## config.mk

```make
export PLATFORM = sky130hd
export DESIGN_NAME = serial_adder
export DESIGN_NICKNAME = d
export VERILOG_FILES = /design/src/rtl/serial_adder.sv
export SDC_FILE = /design/constraint.sdc
export NUM_CORES = 1
export LEC_CHECK = 0
export CORE_MARGIN = 2
export CORE_UTILIZATION = 45
export CTS_CLUSTER_DIAMETER = 150
export DETAILED_ROUTE_END_ITERATION = 10
export GPL_TIMING_DRIVEN = 0
export PLACE_DENSITY = 0.82
export SLEW_MARGIN = 40
export SYNTH_ARGS = -nofsm -noshare
export SYNTH_HDL_FRONTEND = slang
export SYNTH_SLANG_ARGS = --single-unit
export TNS_END_PERCENT = 1
```

## constraint.sdc

```tcl
create_clock -name clk -period 1.75 [get_ports clk]
set_input_delay 0.35 -clock clk [delete_from_list [all_inputs] [get_ports clk]]
set_output_delay 0.35 -clock clk [all_outputs]
set_load 0.03 [all_outputs]
```

## src/rtl/serial_adder.sv

```systemverilog
// serial_adder: bit-serial adder built on a single full-adder cell with a
// registered carry. Operands are captured on start, one bit is processed per
// clock (LSB first), and the result is published in the cycle done pulses.
// Optional subtract mode is enabled by defining SERIAL_ADDER_SUB_EN, which
// adds a 'sub' input port.
module serial_adder #(
    parameter int WIDTH = 8
) (
    input  logic             clk,
    input  logic             rst,
    input  logic             start,
    input  logic [WIDTH-1:0] a,
    input  logic [WIDTH-1:0] b,
    input  logic             cin,
`ifdef SERIAL_ADDER_SUB_EN
    input  logic             sub,
`endif
    output logic             busy,
    output logic             done,
    output logic [WIDTH-1:0] sum,
    output logic             cout
);

    // Counter must be at least one bit wide so WIDTH=1 still builds.
    localparam int             CW   = (WIDTH > 1) ? $clog2(WIDTH) : 1;
    localparam logic [CW-1:0]  LAST = CW'(WIDTH - 1);

    typedef enum logic [1:0] {IDLE, RUN, DONE} state_t;

    state_t           state_q, state_d;
    logic [WIDTH-1:0] a_sr_q, a_sr_d;
    logic [WIDTH-1:0] b_sr_q, b_sr_d;
    logic [WIDTH-1:0] s_sr_q, s_sr_d;
    logic             c_q, c_d;
    logic [CW-1:0]    cnt_q, cnt_d;
    logic [WIDTH-1:0] sum_q, sum_d;
    logic             cout_q, cout_d;

    logic             fa_s, fa_c;
    logic [WIDTH:0]   s_ext;
    logic [WIDTH-1:0] b_ld;
    logic             c_ld;

    // Operand B and initial carry as loaded; subtract forms a + ~b + 1.
`ifdef SERIAL_ADDER_SUB_EN
    assign b_ld = sub ? ~b : b;
    assign c_ld = sub ? 1'b1 : cin;
`else
    assign b_ld = b;
    assign c_ld = cin;
`endif

    // The single full-adder cell shared by every bit position.
    assign fa_s  = a_sr_q[0] ^ b_sr_q[0] ^ c_q;
    assign fa_c  = (a_sr_q[0] & b_sr_q[0]) | (a_sr_q[0] & c_q) | (b_sr_q[0] & c_q);
    // New sum bit enters at the MSB; slicing the extended vector avoids a
    // zero-width part-select when WIDTH=1.
    assign s_ext = {fa_s, s_sr_q};

    // Next-state and datapath sequencing.
    always_comb begin
        state_d = state_q;
        a_sr_d  = a_sr_q;
        b_sr_d  = b_sr_q;
        s_sr_d  = s_sr_q;
        c_d     = c_q;
        cnt_d   = cnt_q;
        sum_d   = sum_q;
        cout_d  = cout_q;
        unique case (state_q)
            IDLE: begin
                if (start) begin
                    a_sr_d  = a;
                    b_sr_d  = b_ld;
                    c_d     = c_ld;
                    cnt_d   = '0;
                    state_d = RUN;
                end
            end
            RUN: begin
                a_sr_d = a_sr_q >> 1;
                b_sr_d = b_sr_q >> 1;
                s_sr_d = s_ext[WIDTH:1];
                c_d    = fa_c;
                cnt_d  = cnt_q + CW'(1);
                if (cnt_q == LAST) begin
                    // Publish on the last bit so outputs never show partials.
                    sum_d   = s_ext[WIDTH:1];
                    cout_d  = fa_c;
                    state_d = DONE;
                end
            end
            DONE: state_d = IDLE;
            default: state_d = IDLE;
        endcase
    end

    // State and datapath registers; reset aborts any operation in flight.
    always_ff @(posedge clk) begin
        if (rst) begin
            state_q <= IDLE;
            a_sr_q  <= '0;
            b_sr_q  <= '0;
            s_sr_q  <= '0;
            c_q     <= 1'b0;
            cnt_q   <= '0;
            sum_q   <= '0;
            cout_q  <= 1'b0;
        end else begin
            state_q <= state_d;
            a_sr_q  <= a_sr_d;
            b_sr_q  <= b_sr_d;
            s_sr_q  <= s_sr_d;
            c_q     <= c_d;
            cnt_q   <= cnt_d;
            sum_q   <= sum_d;
            cout_q  <= cout_d;
        end
    end

    assign busy = (state_q == RUN);
    assign done = (state_q == DONE);
    assign sum  = sum_q;
    assign cout = cout_q;

endmodule

```

==> flow_summary.yaml, run 1 <==
status:
  status: "finished clean"
synthesis:
  synth_edf_count: 0
  ys_ff_latch: 38
  synth_top_area_share: 0.4799
  synthDistinctLibCells: 24
  yosysTopAreaCell: "dfxtp_1"
  yosysMostFrequentCell: "dfxtp_1"
  yosys-top-cells-area: "dfxtp_1 48%, mux2i_1 10%, nand2_1 7.6%"
  ys_top_cells_by_count: "38 x dfxtp_1, 32 x nand2_1, 21 x nor2_1, 16 x a21oi_1, 16 x mux2i_1"
  synth_flop_cell: "dfxtp_1"
  postSynthCellCount: 169
  synth_nets: 192
  seq_area_frac_synth: 0.4799
  syn_area_um2: 1585
  ys_warn_count: 0
  syn_avg_cell_area_um2: 9.380
  ys_async_sr_fraction: 0
setup_path:
  start_kind: "flip-flop"
  r2r-end: "sum[4]"
  rr_worst_depth: 6
  criticalPathCategory: "flip-flop to output pin"
  crit_arrival_ns: 1.36
  slowest_stage: "dfxtp_2"
  cp-end-kind: "output pin"
  crit_top_cell: "buf_6"
  critical-path-max-stage-delay_ns: 0.38
  r2r-start: "cnt_q[0]"
  path_cells: "nand2b_1, buf_6, inv_4, buf_6, buf_4"
  crit_fanout: 10
  crit_family: "buffers and inverters"
  worstPathBufferInverterCount: 4
  path_depth: 5
  regToRegSetupSlack_ns: 0.36
  cp.required_ns: 1.40
clocking:
  tritoncts: "done"
  cts_setup_buffers: 0
  worstSkewPairLatency_ns: 0.35
  postCtsResizedCells: 10
  clockBufferDepth: 2
  cts_made_buffers: 5
  ctsHtreeMaxLevel: 2
  path_clk_slew_ns: 0.12
  root_buffer: "clkbuf_4"
  clock-sinks: 38
  cts_hold_buf: 0
min_path:
  hold_path_class: "input pin to flip-flop"
  holdCritStartpoint: "rst"
  whs_path_depth: 2
  whs_endpoint: "sum[1]"
global_routing:
  grt_pass1_wl_mm: 5.161
  top_usage_layer: "met2"
  antenna_found_initial: 0
  grt_max_degree: 13
  globalRouteMet1Util: 0.2007
  track_usage: 0.1633
  first_global_vias: 1206
  met2_usage: 0.2618
  grt.overflow.total: 0
  met3_usage: 0.05000
routing:
  drc: 0
  ant_nets: 0
  routed_wl_mm: 2.970
  num_vias: 1241
  avgViaCountPerCell: 4.925
  dr.pass1.iters: 4
  routedWlPerCell_um: 11.79
  drt_iter0_drc: 39
cells_and_area:
  fillers: 325
  drive_gt1_frac: 0.1311
  area_growth_pct: 27.86
  seqCellArea_um2: 762.0
  multiInputGateArea_um2: 713.2
  fin_cells: 252
  diodes: 0
  nets: 228
sta:
  fin_setup_tns_ns: 0
  setup_viol: 0
  fin_skew_ns: 0.01146
  slew_viol_final: 0
  rsz0062_at_grt: "yes"
  fin_ws_ns: 0.04126
  tightestPinTransition_ns: 0.4981
  slew_headroom: 0.6679
  post-route-min-period_ns: 1.709
  max_freq_mhz: 585.2
  timing.final.crit_share: 0.9764
  hold_viol: 0
floorplan:
  boundaryPins: 31
  core_um2: 3363
  initial_core_util: 0.4714
  die_y_um: 63.36
  die_w_um: 63.36
  die-area_um2: 4014
  placementRows: 21
place:
  portBuffers: 29
  hpwlAfterDp_mm: 2.112
  place.gp.congestion: 0.7361
  placed_cells: 244
  pre_cts_ws_ns: -0.1050
power_and_ir_drop:
  vdd_drop_max_uv: 485.3
  p_per_area_nw_per_um2: 857.8
  power_mw: 1.739
  leakage_nw: 0.9205
job:
  cap_violations: 0
[sequential cells by signal, summed over array words and instances, names as in the netlist]
register / flops
sum: 8
cnt_q: 3
s_sr_q: 7
a_sr_q: 8
c_q: 1
cout: 1
state_q: 2
b_sr_q: 8
[where the power goes]
group	switching, mW	internal (mW)
registers	0.0234	0.906
clock network	0.289	0.296
logic	0.106	0.118
[cells in the final DEF (no fill, tap or decap), drive strengths merged, types with 8 or more instances in the layout]
| cell | instances |
|---|---|
| clkdlybuf4s50 | 19 |
| nor2 | 21 |
| dfxtp | 38 |
| clkbuf | 8 |
| a211oi | 16 |
| buf | 12 |
| mux2i | 16 |
| nand2 | 32 |
| dlymetal6s2s | 8 |
| a21oi | 16 |
[worst reg2reg max path: stages, from the launching register on]
cell and delay, ns:
dfxtp_1 0.35, ha_1 0.20, ha_1 0.21, and3b_2 0.21
buf_2 0.17, nand2_1 0.08, a21oi_1 0.05
[logic make-up after synthesis]
logic type	count (synthesis)	synth area share
AO/OA/AOI/OAI	38	0.1658
flip-flops	38	0.4799
AND/OR/NAND/NOR	59	0.1547
buffers and inverters	15	0.07024
multiplexers	16	0.1010
adder cells (fa/ha/maj)	3	0.02841
[per-layer routing]
layer  vias up  share of wire
li1        651              -
met2        20           0.47
met3         4          0.037
met5         -              0
met4         0          0.012
met1       566           0.48
[metrics by stage]
stage / hold slack, ns / utilization / instance area, µm²
3_3_place_gp: 0.4409 / 0.5748 / 1933
2_1_floorplan: 0.4322 / - / 1585
3_5_place_dp: 0.4467 / 0.5748 / 1933
5_1_grt: 0.4170 / 0.6027 / 2027
6_report: 0.4067 / 0.6027 / 2027
4_1_cts: 0.3920 / 0.5978 / 2011
[layout make-up]
class / count / area share
sequential: 38 / 0.3759
timing repair buffer: 29 / 0.1494
clock inverter: 3 / 0.01975
multi-input combinational: 116 / 0.3519
tap: 46 / 0.02840
buffer: 13 / 0.05123
clock buffer: 5 / 0.01852
inverter: 2 / 0.004938
[worst max-delay path by stage]
stage / start / endpoint / slack, ns
finish: state_q[1] / busy / 0.04
global route: state_q[1] / busy / -0.04
CTS: sum[1] / sum[1] / 0.02
detailed placement: state_q[1] / busy / -0.11
global placement: state_q[1] / busy / -0.10
floorplan: state_q[0] / done / 0.40
Power figures use the tool's default switching activity.
==> run 2: changes to the inputs <==
--- a/config.mk
+++ b/config.mk
@@ -10,6 +10,7 @@
 export CTS_CLUSTER_DIAMETER = 150
 export DETAILED_ROUTE_END_ITERATION = 10
 export GPL_TIMING_DRIVEN = 0
+export HOLD_SLACK_MARGIN = 0.02
 export PLACE_DENSITY = 0.82
 export SLEW_MARGIN = 40
 export SYNTH_ARGS = -nofsm -noshare
==> results of run 2 <==
Final layout, timing and power as in run 1 (identical DEF).
==> run 3: changes to the inputs <==
--- a/config.mk
+++ b/config.mk
@@ -5,13 +5,15 @@
 export SDC_FILE = /design/constraint.sdc
 export NUM_CORES = 1
 export LEC_CHECK = 0
+export ABC_CLOCK_PERIOD_IN_PS = 1750
 export CORE_MARGIN = 2
 export CORE_UTILIZATION = 45
 export CTS_CLUSTER_DIAMETER = 150
 export DETAILED_ROUTE_END_ITERATION = 10
+export DONT_BUFFER_PORTS = 1
 export GPL_TIMING_DRIVEN = 0
 export HOLD_SLACK_MARGIN = 0.02
-export PLACE_DENSITY = 0.82
+export PLACE_DENSITY = 0.71
 export SLEW_MARGIN = 40
 export SYNTH_ARGS = -nofsm -noshare
 export SYNTH_HDL_FRONTEND = slang
==> run 3 against run 2 <==
Net effect:
- non-clock buffer count is 29 lower
- first-iteration DRC count is 85% higher
- critical path type unchanged
- hold slack got worse by 0.26 ns
- clock-buffer cell count is 2 higher
- highest routed layer unchanged
- sequential power about the same
- global-route usage up 0.40 points
- core utilization shrank 9.6 points
- setup slack better by 0.077 ns
- clock skew down 0.0016 ns
- final area fell by 16%
==> flow_summary.yaml, run 3 (synthesis results as in run 1) <==
cells_and_area:
  multiInputGateArea_um2: 715.7
  layout_common_cells: "38 x dfxtp_1, 32 x nand2_1, 21 x nor2_1, 16 x a21oi_1, 16 x mux2i_1"
  fillers: 337
  drive_gt1_frac: 0.1356
  diodes: 0
  area_growth_pct: 7.577
  nets: 199
  seqCellArea_um2: 760.7
  layout_commonest_cell: "dfxtp_1"
sta:
  fin_setup_tns_ns: 0
  post-route-min-period_ns: 1.632
  setup_viol: 0
  max_freq_mhz: 612.9
  tightestPinTransition_ns: 0.5162
  hold_viol: 0
  timing.final.crit_share: 0.9324
  rsz0062_at_grt: "no"
  slew_viol_final: 0
  slew_headroom: 0.6559
  fin_skew_ns: 0.009848
  fin_ws_ns: 0.1183
  whs_ns: 0.1501
global_routing:
  antenna_found_initial: 0
  grt_pass1_wl_mm: 5.188
  grt_max_degree: 12
  first_global_vias: 1136
  grt.overflow.total: 0
  track_usage: 0.1673
floorplan:
  die_y_um: 63.36
  placementRows: 21
  die_w_um: 63.36
  initial_core_util: 0.4714
  core_um2: 3363
  boundaryPins: 31
  die-area_um2: 4014
min_path:
  holdCritStartpoint: "a[7]"
  hold_path_class: "input pin to flip-flop"
place:
  portBuffers: 0
  hpwlAfterDp_mm: 2.150
  pre_cts_ws_ns: 0.3236
  place.gp.congestion: 0.7646
routing:
  routed_wl_mm: 2.948
  drt_iter0_drc: 72
  avgViaCountPerCell: 5.121
  dr.pass1.iters: 6
  drc: 0
  ant_nets: 0
  routedWlPerCell_um: 13.22
  num_vias: 1142
setup_path:
  crit_fanout: 10
  cp.required_ns: 1.40
  crit_arrival_ns: 1.28
  cp-end-kind: "output pin"
  critical-path-max-stage-delay_ns: 0.33
  worstSetupStartpoint: "state_q[0]"
  slowest_stage: "nor2b_2"
  criticalPathCategory: "flip-flop to output pin"
  start_kind: "flip-flop"
  path_cells: "buf_2, buf_6, nor2b_2"
  r2r-start: "cnt_q[0]"
power_and_ir_drop:
  switchingPower_mw: 0.4024
  pwr-share-clk: 0.300
  p_int_mw: 1.182
  power_frac_comb: 0.114
  p_per_area_nw_per_um2: 928.9
  leakage_nw: 0.6480
  seqPwrFrac: 0.587
  swShare: 0.2540
  vdd_drop_max_uv: 430.6
clocking:
  path_clk_slew_ns: 0.10
  clockBufferDepth: 2
  cts_hold_buf: 0
  clock-sinks: 38
  worstSkewPairLatency_ns: 0.35
  ctsHtreeMaxLevel: 2
  cts_made_buffers: 5
  tritoncts: "done"
  root_buffer: "clkbuf_4"
job:
  cap_violations: 0
status:
  status: "finished clean"
run 3: cell count changes in the layout (fill, tap and decap cells not counted), sizes merged:
cell,delta
clkinv,-1
dlymetal6s2s,-8
bufinv,-1
clkbuf,+2
clkdlybuf4s50,-19
buf,-2
run 3: worst paths after layout:
check | slack [ns] | depth (start not counted) | to
setup / recovery | 0.12 | 3 | done
hold / removal | 0.15 | 2 | a_sr_q[7]
setup reg to reg | 0.36 | 6 | sum[2]
hold reg to reg | 0.46 | 2 | sum[0]
run 3: per-layer routing:
layer / track usage / part of all wire / vias to the layer above / wire [µm]
li1: - / - / 592 / -
met2: 0.2658 / 0.48 / 21 / 1413
met5: 0 / 0 / - / 0
met4: 0.07337 / 0.020 / 0 / 59
met3: 0.05714 / 0.051 / 7 / 150
met1: 0.2050 / 0.45 / 522 / 1324
run 3: critical path, delay by kind of cell, from the launching register on:
family | cells | cell delay [ns]
and+or+nand+nor | 1 | 0.33
buffers and inverters | 2 | 0.30
DFF | 1 | 0.31
run 3: stage by stage:
stage | instances | area, µm² | util | power, mW
5_1_grt | 223 | 1705 | 0.5071 | 1.675
6_report | 223 | 1705 | 0.5071 | 1.584
3_3_place_gp | 215 | 1643 | 0.4885 | 1.123
4_1_cts | 223 | 1705 | 0.5071 | 1.604
2_1_floorplan | 169 | 1585 | - | 1.094
3_5_place_dp | 215 | 1643 | 0.4885 | 1.130
run 3: cell type report:
| type | instances | area share |
|---|---|---|
| inverter | 2 | 0.005869 |
| buffer | 13 | 0.05943 |
| multi-input combinational | 116 | 0.4197 |
| sequential | 38 | 0.4461 |
| clock inverter | 1 | 0.002935 |
| clock buffer | 7 | 0.03228 |
| tap | 46 | 0.03375 |
run 3: repair_timing:
item                       4_1_cts  5_1_grt
setup endpoints to repair        1        0
buffers inserted                 0        0
resized for setup                1        0
run 3: power groups by stage:
| stage | logic, mW | clock network [mW] | registers, mW |
|---|---|---|---|
| 2_1_floorplan | 0.151 | 0 | 0.943 |
| 3_3_place_gp | 0.176 | 0 | 0.947 |
| 3_5_place_dp | 0.181 | 0 | 0.949 |
| 4_1_cts | 0.182 | 0.492 | 0.930 |
| 5_1_grt | 0.201 | 0.538 | 0.936 |
| 6_report | 0.180 | 0.474 | 0.929 |
